--- src/rtl/btb_pkg.sv ---
// Shared definitions for the branch target buffer controller.
//   - RAM geometry (index, tag and entry widths)
//   - Bit positions inside a RAM entry and inside a fetch PC
//   - Controller state encoding
//   - Helpers that split a PC into index/tag and build a RAM entry
package btb_pkg;

    localparam int IDX_W   = 7;
    localparam int TAG_W   = 5;
    localparam int ENTRY_W = 36;

    // Entry layout: {valid, tag, target[31:2]}
    localparam int ENT_VALID   = 35;
    localparam int ENT_TAG_MSB = 34;
    localparam int ENT_TAG_LSB = 30;
    localparam int ENT_TGT_MSB = 29;
    localparam int ENT_TGT_LSB = 0;

    // PC fields: index = pc[8:2], tag = pc[13:9]
    localparam int PC_IDX_LSB = 2;
    localparam int PC_TAG_LSB = PC_IDX_LSB + IDX_W;

    typedef enum logic {
        ST_SWEEP = 1'b0,
        ST_IDLE  = 1'b1
    } state_e;

    function automatic logic [IDX_W-1:0] btb_idx(input logic [31:0] pc);
        return pc[PC_IDX_LSB +: IDX_W];
    endfunction

    function automatic logic [TAG_W-1:0] btb_tag(input logic [31:0] pc);
        return pc[PC_TAG_LSB +: TAG_W];
    endfunction

    function automatic logic [ENTRY_W-1:0] btb_entry(input logic        taken,
                                                     input logic [31:0] pc,
                                                     input logic [31:0] target);
        logic [ENTRY_W-1:0] e;
        e                            = '0;
        e[ENT_VALID]                 = taken;
        e[ENT_TAG_MSB:ENT_TAG_LSB]   = btb_tag(pc);
        e[ENT_TGT_MSB:ENT_TGT_LSB]   = target[31:2];
        return e;
    endfunction

endpackage

--- src/rtl/btb_ctrl.sv ---
// Sequencing controller for the 128 x 36 branch target buffer RAM.
// Serves fetch lookups (one per cycle, response next cycle), accepts execute
// updates onto the RAM write port, and runs a full invalidation sweep after
// reset and on every flush request.
//
// Ports:
//   clk, rst            clock, asynchronous active-high reset
//   lk_valid, lk_pc     lookup request from fetch
//   rsp_valid/hit/target lookup response, one cycle after the request
//   upd_valid/ready     update handshake from execute
//   upd_pc/target/taken update contents (taken=0 invalidates the entry)
//   flush_req           one-cycle pulse, starts (or restarts) a sweep
//   flush_busy          sweep in progress
//   flush_done          one-cycle pulse after the last sweep write
//   ram_a/d/we          RAM write port
//   ram_dpra            RAM read address (combinational from lk_pc)
//   ram_rst_n           clears the RAM output register
//   ram_dpo             RAM registered read data
//
// state    | meaning
// ---------+---------------------------------------------------------
// ST_SWEEP | writing zero to entry cnt_q, 0..127; updates stalled
// ST_IDLE  | normal operation; updates accepted unless flush_req
module btb_ctrl
    import btb_pkg::state_e, btb_pkg::ST_SWEEP, btb_pkg::ST_IDLE,
           btb_pkg::btb_idx, btb_pkg::btb_tag, btb_pkg::btb_entry,
           btb_pkg::ENT_VALID, btb_pkg::ENT_TAG_MSB, btb_pkg::ENT_TAG_LSB,
           btb_pkg::ENT_TGT_MSB, btb_pkg::ENT_TGT_LSB;
#(
    parameter int IDX_W   = btb_pkg::IDX_W,
    parameter int TAG_W   = btb_pkg::TAG_W,
    parameter int ENTRY_W = btb_pkg::ENTRY_W
) (
    input  logic               clk,
    input  logic               rst,
    input  logic               lk_valid,
    input  logic [31:0]        lk_pc,
    output logic               rsp_valid,
    output logic               rsp_hit,
    output logic [31:0]        rsp_target,
    input  logic               upd_valid,
    output logic               upd_ready,
    input  logic [31:0]        upd_pc,
    input  logic [31:0]        upd_target,
    input  logic               upd_taken,
    input  logic               flush_req,
    output logic               flush_busy,
    output logic               flush_done,
    output logic [IDX_W-1:0]   ram_a,
    output logic [ENTRY_W-1:0] ram_d,
    output logic               ram_we,
    output logic [IDX_W-1:0]   ram_dpra,
    output logic               ram_rst_n,
    input  logic [ENTRY_W-1:0] ram_dpo
);

    localparam logic [IDX_W-1:0] CNT_LAST = '1;

    state_e             state_q, state_d;
    logic [IDX_W-1:0]   cnt_q, cnt_d;
    logic               done_q, done_d;

    logic               rsp_valid_q;
    logic [TAG_W-1:0]   rsp_tag_q;
    logic               rsp_mask_q;

    // ------------------------------------------------------------------
    // Sweep / update sequencing
    // ------------------------------------------------------------------
    always_ff @(posedge clk or posedge rst) begin
        if (rst) begin
            state_q <= ST_SWEEP;
            cnt_q   <= '0;
            done_q  <= 1'b0;
        end else begin
            state_q <= state_d;
            cnt_q   <= cnt_d;
            done_q  <= done_d;
        end
    end

    always_comb begin
        state_d   = state_q;
        cnt_d     = cnt_q;
        done_d    = 1'b0;
        upd_ready = 1'b0;
        ram_we    = 1'b0;
        ram_a     = cnt_q;
        ram_d     = '0;

        unique case (state_q)
            ST_SWEEP: begin
                // Reset parks the FSM here; writing must wait until rst drops.
                ram_we = ~rst;
                if (flush_req) begin
                    // Restart: the pulse belongs to the restarted sweep only.
                    cnt_d = '0;
                end else if (cnt_q == CNT_LAST) begin
                    state_d = ST_IDLE;
                    cnt_d   = '0;
                    done_d  = 1'b1;
                end else begin
                    cnt_d = cnt_q + 1'b1;
                end
            end

            ST_IDLE: begin
                // A flush in the same cycle wins over a pending update.
                upd_ready = ~flush_req;
                if (flush_req) begin
                    state_d = ST_SWEEP;
                    cnt_d   = '0;
                end else if (upd_valid) begin
                    ram_we = 1'b1;
                    ram_a  = btb_idx(upd_pc);
                    ram_d  = btb_entry(upd_taken, upd_pc, upd_target);
                end
            end

            default: begin
                state_d = ST_SWEEP;
                cnt_d   = '0;
            end
        endcase
    end

    assign flush_busy = (state_q == ST_SWEEP);
    assign flush_done = done_q;
    assign ram_rst_n  = ~rst;

    // ------------------------------------------------------------------
    // Lookup pipeline: address goes straight to the RAM, the tag and a
    // "read during sweep" mask travel alongside the registered read data.
    // ------------------------------------------------------------------
    assign ram_dpra = btb_idx(lk_pc);

    always_ff @(posedge clk or posedge rst) begin
        if (rst) begin
            rsp_valid_q <= 1'b0;
            rsp_tag_q   <= '0;
            rsp_mask_q  <= 1'b0;
        end else begin
            rsp_valid_q <= lk_valid;
            rsp_tag_q   <= btb_tag(lk_pc);
            rsp_mask_q  <= (state_q == ST_SWEEP);
        end
    end

    assign rsp_valid  = rsp_valid_q;
    assign rsp_hit    = rsp_valid_q & ram_dpo[ENT_VALID]
                      & (ram_dpo[ENT_TAG_MSB:ENT_TAG_LSB] == rsp_tag_q)
                      & ~rsp_mask_q;
    assign rsp_target = {ram_dpo[ENT_TGT_MSB:ENT_TGT_LSB], 2'b00};

    // PC bits outside the index/tag fields and the target's byte offset
    // carry no information for the BTB.
    logic unused_bits;
    assign unused_bits = ^{lk_pc[31:14], lk_pc[1:0], upd_pc[31:14], upd_pc[1:0],
                           upd_target[1:0]};

endmodule
--- config.mk ---
export PLATFORM = sky130hd
export DESIGN_NAME = btb_ctrl
export DESIGN_NICKNAME = d
export VERILOG_FILES = /design/src/rtl/btb_pkg.sv /design/src/rtl/btb_ctrl.sv
export SDC_FILE = /design/constraint.sdc
export NUM_CORES = 1
export LEC_CHECK = 0
export ABC_AREA = 1
export CORE_AREA = 8 8 91 85
export CTS_BUF_LIST = sky130_fd_sc_hd__clkbuf_16
export DETAILED_ROUTE_END_ITERATION = 6
export DIE_AREA = 0 0 99 93
export GPL_ROUTABILITY_DRIVEN = 1
export GPL_TIMING_DRIVEN = 0
export HOLD_SLACK_MARGIN = 0.03
export PLACE_DENSITY = 0.85
export SLEW_MARGIN = 15
export SYNTH_ARGS = -nofsm -noshare
export SYNTH_HDL_FRONTEND = slang
export SYNTH_SLANG_ARGS = --single-unit
--- constraint.sdc ---
create_clock -name clk -period 2.6 [get_ports clk]
set_input_delay 0.26 -clock clk [delete_from_list [all_inputs] [get_ports clk]]
set_output_delay 0.26 -clock clk [all_outputs]
set_load 0.03 [all_outputs]
==> flow_summary.ini, run 1 <==
[outcome]
status = finished, final reports clean

[synthesis]
seq_area_frac_synth_pct = 26.8
yosysMostFrequentCell = inv_1
async_reset_ff_share_pct = 100
synth_top_area_share_pct = 26.8
synth_edf_count = 0
synth.area.top_cells = dfrtp_1 (27%), buf_4 (20%), inv_1 (12%)
yosysWarnings = 0
synth_common_cells = inv_1 (49), nor2_1 (40), buf_4 (39)
synth_cells = 224
avgSynthCellArea_um2 = 6.67
syn_area_um2 = 1500
synth_cell_types = 22
yosysTopAreaCell = dfrtp_1
synthFlopType = dfrtp_1
synth-seq-cells = 16

[global_routing]
grt_overflow_total = 0
grt_antenna_before_repair = 0
grt_use_met1_pct = 13.0
use_met2_pct = 24.4
grt_max_degree = 18
grt_pass1_vias = 1860
grt_busiest_layer = met2
track_usage_pct = 12.6
grt_pass1_wl_um = 9450
met3_usage_pct = 3.12

[setup_path]
start_kind = input pin
r2r_end = cnt_q[2]
criticalPathCategory = in2out
r2r-start = cnt_q[0]
cpMaxStageDelayCell = clkdlybuf4s50_1
cp_max_fo = 10
crit_family = buffers and inverters
crit_chain = clkdlybuf4s50_1 > nor2_4 > nand2_2 > buf_6 > buf_8 > nor2_4 > clkdlybuf4s50_1
worst-path-buf-inv = 4
critPathMaxStageDelay_ns = 0.68
cp_data_arrival_time_ns = 2.23
rrSetupSlack_ns = 1.18
cp.required_ns = 2.34
r2r_cells = 6
end_kind = primary output

[cts]
clock_sinks = 16
hold_buffers = 0
post_cts_resized = 0
post-cts-setup-buffers = 0
worstSkewPairLatency_ns = 0.25
cts_tree = done
cts_buffer_depth = 2
root_buffer = clkbuf_16
numCtsBuffers = 3
htreeDepth = 1
path_clk_slew_ns = 0.05

[pwr]
p_int_w = 0.000649
p_seq_share_pct = 29.6
power.density_nw_per_um2 = 285
power_leakage_nw = 1.69
ir_drop_v = 0.000194
swShare_pct = 27.8
switchingPower_w = 0.000250
power_frac_clock_pct = 33.4
power_frac_comb_pct = 37.0

[die]
io_pins = 227
start_util_pct = 23.8
rows = 28
die_area_um2 = 9210
fp.coreArea_um2 = 6270
die_x_um = 99
die_h_um = 93

[detailed_routing]
wl_um = 6170
post_drt_via_cell_ratio = 3.96
first_pass_iters = 4
vias = 1777
detail_route.iter0.violations = 22
avgRoutedWirePerCell_um = 13.7
ant_nets = 0
drc = 0

[placement]
place.gp.congestion = 0.806
dp_hpwl_um = 5520
port_buffers = 145
pre_cts_ws_ns = 0.0920
dpl_cell_area_um2 = 3040

[finish]
n_antenna_cell = 0
drive_gt1_share_pct = 15.8
n_fill_cell = 602
fin_area_um2 = 3150
fin_nets = 514
syn_to_final_growth_pct = 111
final_util_pct = 50.2

[sta]
min_period_ns = 2.49
tightest_slew_ns = 0.658
final_hold_viol_count = 0
tns_ns = 0
finalSetupViolations = 0
slew_headroom_pct = 56.1
worst_slack_ns = 0.106
drv_slew = 0
skew_ns = 0.000823
period_share_pct = 95.9
fmaxAchievable_mhz = 401

[flow_run]
cap_violations = 0

[min_path]
worstHoldPathType = in2async
[kinds of logic (layout without fill, tap and decap cells)]
| logic type | after synthesis | in the layout | synth area share [%] |
|---|---|---|---|
| AOI/OAI and AO/OA | 15 | 15 | 5.19 |
| xor gates and xnor gates | 3 | 3 | 1.76 |
| adders and majority gates | 1 | 1 | 0.837 |
| buffers and inverters | 94 | 243 | 34.7 |
| DFF | 16 | 16 | 26.8 |
| other | 1 | 2 | 0.251 |
| and+or+nand+nor | 94 | 94 | 30.5 |
[state kept, by name, summed over array words and instances, names as in the netlist]
name,count
cnt_q,7
rsp_tag_q,5
flush_done,1
rsp_mask_q,1
rsp_valid,1
state_q,1
[layout by cell type, fill, tap and decap left out, types with 2 or more instances in the layout]
cell type and count:
inv_1 49, xnor2_1 2, nor2_1 40, buf_4 39, clkdlybuf4s50_1 134, clkbuf_1 2, nor2_4 11, conb_1 2
clkbuf_16 3, dlymetal6s2s_1 11, dfrtp_1 16, nand2_1 30, a21oi_1 8, nand3_1 10, o21ai_0 6
[how the worst max path moves through the flow]
| stage | startpoint | to | slack (ns) | cells after the start |
|---|---|---|---|---|
| after floorplan | state_q | ram_a[5] | 0.75 | 5 |
| after global placement | flush_req | ram_d[10] | 0.1 | 6 |
| after detailed placement | flush_req | ram_d[30] | 0.09 | 7 |
| after CTS | flush_req | ram_d[10] | 0.08 | 6 |
| after global routing | flush_req | ram_d[22] | -0.01 | 6 |
| final | flush_req | ram_d[32] | 0.11 | 7 |
[layout make-up]
type | instances | area, um^2 | share of cell area (%)
Tap cell | 75 | 93.8 | 2.98
Clock inverter | 1 | 3.75 | 0.119
Multi-Input combinational cell | 115 | 579 | 18.4
Clock buffer | 3 | 75.1 | 2.38
Inverter | 50 | 188 | 5.96
Timing Repair Buffer | 145 | 1480 | 46.9
Sequential cell | 16 | 400 | 12.7
Buffer | 44 | 332 | 10.5
[per-stage QoR]
| stage | total power [W] | hold WS [ns] | instances |
|---|---|---|---|
| 2_1_floorplan | 0.000435 | 0.278 | 225 |
| 3_3_place_gp | 0.000600 | 0.500 | 445 |
| 3_5_place_dp | 0.000606 | 0.502 | 445 |
| 4_1_cts | 0.000910 | 0.451 | 449 |
| 5_1_grt | 0.000937 | 0.450 | 449 |
| 6_report | 0.000898 | 0.442 | 449 |
[power by group through the flow]
stage          clock, W  sequential [W]  combinational, W
2_1_floorplan         0        0.000270          0.000165
3_3_place_gp          0        0.000269          0.000331
3_5_place_dp          0        0.000270          0.000336
4_1_cts        0.000307        0.000266          0.000337
5_1_grt        0.000316        0.000267          0.000354
6_report       0.000300        0.000266          0.000332
[routing by layer]
layer	routed length, um	part of all wire (%)	up-vias
li1	-	-	907
met1	2240	36	779
met2	3400	55	83
met3	432	7.0	8
met4	96	1.6	0
met5	0	0	-
Note: power is estimated with default switching activity, not from simulation.
==> run 2: changes to the inputs <==
--- a/config.mk
+++ b/config.mk
@@ -10,8 +10,6 @@
 export CTS_BUF_LIST = sky130_fd_sc_hd__clkbuf_16
 export DETAILED_ROUTE_END_ITERATION = 6
 export DIE_AREA = 0 0 99 93
-export GPL_ROUTABILITY_DRIVEN = 1
-export GPL_TIMING_DRIVEN = 0
 export HOLD_SLACK_MARGIN = 0.03
 export PLACE_DENSITY = 0.85
 export SLEW_MARGIN = 15
==> constraint.sdc (replaced) <==
create_clock -name clk -period 2.6 [get_ports clk]
set_input_delay 0.26 -clock clk [delete_from_list [all_inputs] [get_ports clk]]
set_output_delay 0.26 -clock clk [all_outputs]
set_load 0.1 [all_outputs]
==> flow_summary.ini, run 2 (synthesized netlist as in run 1, its figures left out) <==
[outcome]
status = finished, final reports clean

[finish]
largest-register = cnt_q
area.sequential_um2 = 400
drive_gt1_share_pct = 35.4
largest_reg_flops = 7
n_fill_cell = 550
fin_nets = 438
final_common_cell = clkdlybuf4s50_1
final_cell_mix = clkdlybuf4s50_1 (58), inv_1 (49), buf_12 (46)
reg_top3 = cnt_q x7, rsp_tag_q x5
fin_area_um2 = 3050
multi_input_area_um2 = 719
n_antenna_cell = 0
syn_to_final_growth_pct = 104

[sta]
fmaxAchievable_mhz = 485
tns_ns = 0
rsz0062_at_grt = false
final_hold_viol_count = 0
timing.hold.ws_ns = 0.455
skew_ns = 0.00176
min_period_ns = 2.06
drv_slew = 0
worst_slack_ns = 0.536
finalSetupViolations = 0
period_share_pct = 79.4

[pwr]
ir_drop_v = 0.000175
switchingPower_w = 0.000214
p_int_w = 0.000576
power_leakage_nw = 1.39
power_frac_clock_pct = 36.6
p_seq_share_pct = 33.8
power.density_nw_per_um2 = 260
power_frac_comb_pct = 29.7
swShare_pct = 27.1

[detailed_routing]
detail_route.iter0.violations = 29
ant_nets = 0
wl_um = 4860
post_drt_via_cell_ratio = 4.00
vias = 1489
avgRoutedWirePerCell_um = 13.1
first_pass_iters = 4
drc = 0

[setup_path]
r2r_cells = 6
end_kind = primary output
criticalPathCategory = in2out
start_kind = input pin
cp_max_fo = 25
rrSetupSlack_ns = 1.18
r2r-start = cnt_q[0]
cp_data_arrival_time_ns = 1.80
cp.required_ns = 2.34
r2r_end = cnt_q[3]

[cts]
path_clk_slew_ns = 0.05
clock_sinks = 16
numCtsBuffers = 3
post-cts-setup-buffers = 0
cts_tree = done
htreeDepth = 1
worstSkewPairLatency_ns = 0.24
root_buffer = clkbuf_16
cts_buffer_depth = 2
hold_buffers = 0
post_cts_resized = 0

[die]
fp.coreArea_um2 = 6270
io_pins = 227
rows = 28
die_h_um = 93
start_util_pct = 23.8
die_x_um = 99
die_area_um2 = 9210

[placement]
dpl_cell_area_um2 = 2970
pre_cts_ws_ns = 0.529
port_buffers = 108
dp_hpwl_um = 4290
place.gp.congestion = 0.858

[global_routing]
grt_busiest_layer = met2
grt_overflow_total = 0
track_usage_pct = 10.3
grt_pass1_wl_um = 7830
grt_use_met1_pct = 10.2
use_met2_pct = 18.4
grt_antenna_before_repair = 0
grt_max_degree = 26
met3_usage_pct = 5.86
grt_pass1_vias = 1597

[min_path]
min_from = lk_pc[13]
holdPathEnd = rsp_tag_q[4]
worstHoldPathType = in2reg
min_path_cells = 1

[flow_run]
cap_violations = 0
run 2: cell types whose count changed in the layout (fill, tap and decap cells not counted), sizes merged:
cell / before / now
clkbuf: 5 / 3
buf: 42 / 55
clkinv: 1 / 0
clkdlybuf4s50: 134 / 58
dlymetal6s2s: 11 / 0
run 2: through the flow:
stage / total power [W] / cells / utilization [%]
after global placement: 0.000502 / 369 / 47.4
after detailed placement: 0.000507 / 369 / 47.4
final: 0.000791 / 372 / 48.6
after floorplan: 0.000648 / 225 / -
after CTS: 0.000806 / 372 / 48.6
after global routing: 0.000828 / 372 / 48.6
run 2: worst max-delay path by stage:
stage / endpoint / startpoint / slack, ns / cells past startpoint
global route: ram_a[0] / flush_req / 0.44 / 7
floorplan: ram_d[10] / state_q / -0.22 / 5
detailed placement: ram_a[0] / flush_req / 0.53 / 7
finish: ram_a[0] / flush_req / 0.54 / 7
global placement: ram_a[0] / flush_req / 0.53 / 7
CTS: ram_a[0] / flush_req / 0.52 / 7
run 2: critical path, stage by stage:
cell,delay [ns]
clkdlybuf4s50_1,0.54
nor2_4,0.07
nand2_4,0.21
buf_12,0.27
nor2_1,0.10
a21oi_4,0.15
buf_12,0.19
run 2: final cells by class:
class                   count  area share [%]
repair buffers            113            51.5
flip-flops and latches     16            13.1
inverters                  50            6.16
multi-input cells         115            23.6
well taps                  75            3.08
clock buffers               3            2.47
run 2: power groups by stage:
stage | logic, W | clock network, W | registers (W)
4_1_cts | 0.000238 | 0.000302 | 0.000266
6_report | 0.000235 | 0.000289 | 0.000267
3_3_place_gp | 0.000232 | 0 | 0.000270
2_1_floorplan | 0.000374 | 0 | 0.000274
5_1_grt | 0.000250 | 0.000310 | 0.000268
3_5_place_dp | 0.000237 | 0 | 0.000270
run 2: per-layer routing:
| layer | wire (um) | vias to the layer above |
|---|---|---|
| met5 | 0 | - |
| met4 | 39 | 0 |
| met3 | 603 | 4 |
| met2 | 2530 | 89 |
| met1 | 1700 | 640 |
| li1 | - | 756 |
==> run 3: changes to the inputs <==
--- a/config.mk
+++ b/config.mk
@@ -6,12 +6,12 @@
 export NUM_CORES = 1
 export LEC_CHECK = 0
 export ABC_AREA = 1
-export CORE_AREA = 8 8 91 85
+export CORE_AREA = 8 8 94 88
 export CTS_BUF_LIST = sky130_fd_sc_hd__clkbuf_16
 export DETAILED_ROUTE_END_ITERATION = 6
-export DIE_AREA = 0 0 99 93
+export DIE_AREA = 0 0 102 96
 export HOLD_SLACK_MARGIN = 0.03
-export PLACE_DENSITY = 0.85
+export PLACE_DENSITY = 0.8
 export SLEW_MARGIN = 15
 export SYNTH_ARGS = -nofsm -noshare
 export SYNTH_HDL_FRONTEND = slang
==> constraint.sdc (replaced) <==
create_clock -name clk -period 1.96 [get_ports clk]
set_input_delay 0.196 -clock clk [delete_from_list [all_inputs] [get_ports clk]]
set_output_delay 0.196 -clock clk [all_outputs]
set_load 0.1 [all_outputs]
==> flow_summary.ini, run 3 (synthesized netlist as in run 1, its figures left out) <==
[detailed_routing]
first_pass_iters = 4
ant_nets = 0
post_drt_via_cell_ratio = 3.86
vias = 1505
avgRoutedWirePerCell_um = 12.8
drc = 0
wl_um = 4990
detail_route.iter0.violations = 54

[setup_path]
rrSetupSlack_ns = 0.55
end_kind = primary output
cp_max_fo = 22
cpMostUsedCell = buf_12
critPathMaxStageDelay_ns = 0.44
cpMaxStageDelayCell = dfrtp_2
r2r_cells = 6
crit_chain = inv_8 > nor2_4 > nand2_4 > buf_12 > nor2_1 > a21oi_4 > buf_12
cp_data_arrival_time_ns = 1.63
cp.required_ns = 1.76
worst-path-buf-inv = 3
r2r_end = cnt_q[0]
crit_family = simple AND/OR/NAND/NOR gates
start_kind = register
criticalPathCategory = reg2out
r2r-start = cnt_q[1]

[finish]
fin_nets = 437
largest_reg_flops = 7
largest-register = cnt_q
reg_top3 = cnt_q x7, rsp_tag_q x5
drive_gt1_share_pct = 36.7
final_cell_mix = clkdlybuf4s50_1 (58), inv_1 (49), buf_12 (49)
n_fill_cell = 620
final_util_pct = 48.5
final_common_cell = clkdlybuf4s50_1
finalNonFillerCells = 390
fin_area_um2 = 3280
syn_to_final_growth_pct = 119
n_antenna_cell = 0

[die]
die_area_um2 = 9790
rows = 29
die_x_um = 102
start_util_pct = 22.2
fp.coreArea_um2 = 6750
die_h_um = 96
io_pins = 227

[cts]
cts_tree = done
path_clk_slew_ns = 0.05
cts_buffer_depth = 2
clock_sinks = 16
root_buffer = clkbuf_16
post-cts-setup-buffers = 0
worstSkewPairLatency_ns = 0.25
hold_buffers = 0
post_cts_resized = 0
htreeDepth = 1
numCtsBuffers = 3

[global_routing]
grt_pass1_wl_um = 7810
grt_max_degree = 28
grt_antenna_before_repair = 0
track_usage_pct = 10.0
grt_overflow_total = 0
grt_pass1_vias = 1673

[sta]
period_share_pct = 93.4
drv_slew = 0
final_hold_viol_count = 0
timing.hold.ws_ns = 0.385
skew_ns = 0.000839
min_period_ns = 1.83
tns_ns = 0
finalSetupViolations = 0
rsz0062_at_grt = false
fmaxAchievable_mhz = 546

[placement]
place.gp.congestion = 0.820
dpl_cell_area_um2 = 3200
port_buffers = 108
dp_hpwl_um = 4350
placed_cells = 386

[min_path]
worstHoldPathType = in2reg
holdPathEnd = rsp_tag_q[1]
min_from = lk_pc[10]
min_path_cells = 1

[pwr]
power.density_nw_per_um2 = 330
ir_drop_v = 0.000220
power_leakage_nw = 1.41

[flow_run]
cap_violations = 0

[outcome]
status = finished, final reports clean
run 3: cell types whose count changed in the layout (fill, tap and decap cells not counted), moves of 2 or more:
cell     change
nor2_4      +24
nor2_2      -24
nand2_1      -4
buf_12       +3
nand2_8      +2
buf_4        -4
nand2_2      +2
run 3: report_power, final:
group / internal, W / switching [W]
clock network: 0.000271 / 0.000130
logic: 0.000159 / 0.000169
registers: 0.000342 / 0.0000118
total: 0.000772 / 0.000310
run 3: routing by layer:
metal / track usage [%] / up-vias / wire (um)
met1: 9.59 / 669 / 1660
met2: 17.6 / 74 / 2620
li1: - / 753 / -
met3: 5.28 / 9 / 633
met4: 4.40 / 0 / 82
met5: 0 / - / 0
run 3: final cells by class:
type	instances	area, um^2	share of cell area (%)
Clock inverter	1	3.75	0.115
Clock buffer	3	75.1	2.29
Timing Repair Buffer	112	1600	48.8
Multi-Input combinational cell	115	885	27.0
Inverter	50	195	5.96
Tap cell	93	116	3.55
Sequential cell	16	402	12.3
run 3: worst max path at each step:
stage	start	to	slack, ns	depth (start not counted)
4_1_cts	state_q	ram_a[5]	0.12	7
6_report	state_q	ram_a[5]	0.13	7
2_1_floorplan	state_q	ram_d[25]	-0.38	6
3_5_place_dp	flush_req	ram_a[5]	0.16	7
3_3_place_gp	flush_req	ram_a[3]	0.20	7
5_1_grt	state_q	ram_a[5]	0.03	7
run 3: metrics by stage:
stage,power (W),worst slack (ns)
floorplan,0.000877,-0.382
global placement,0.000685,0.204
detailed placement,0.000689,0.162
CTS,0.00109,0.122
global route,0.00112,0.0294
finish,0.00108,0.130
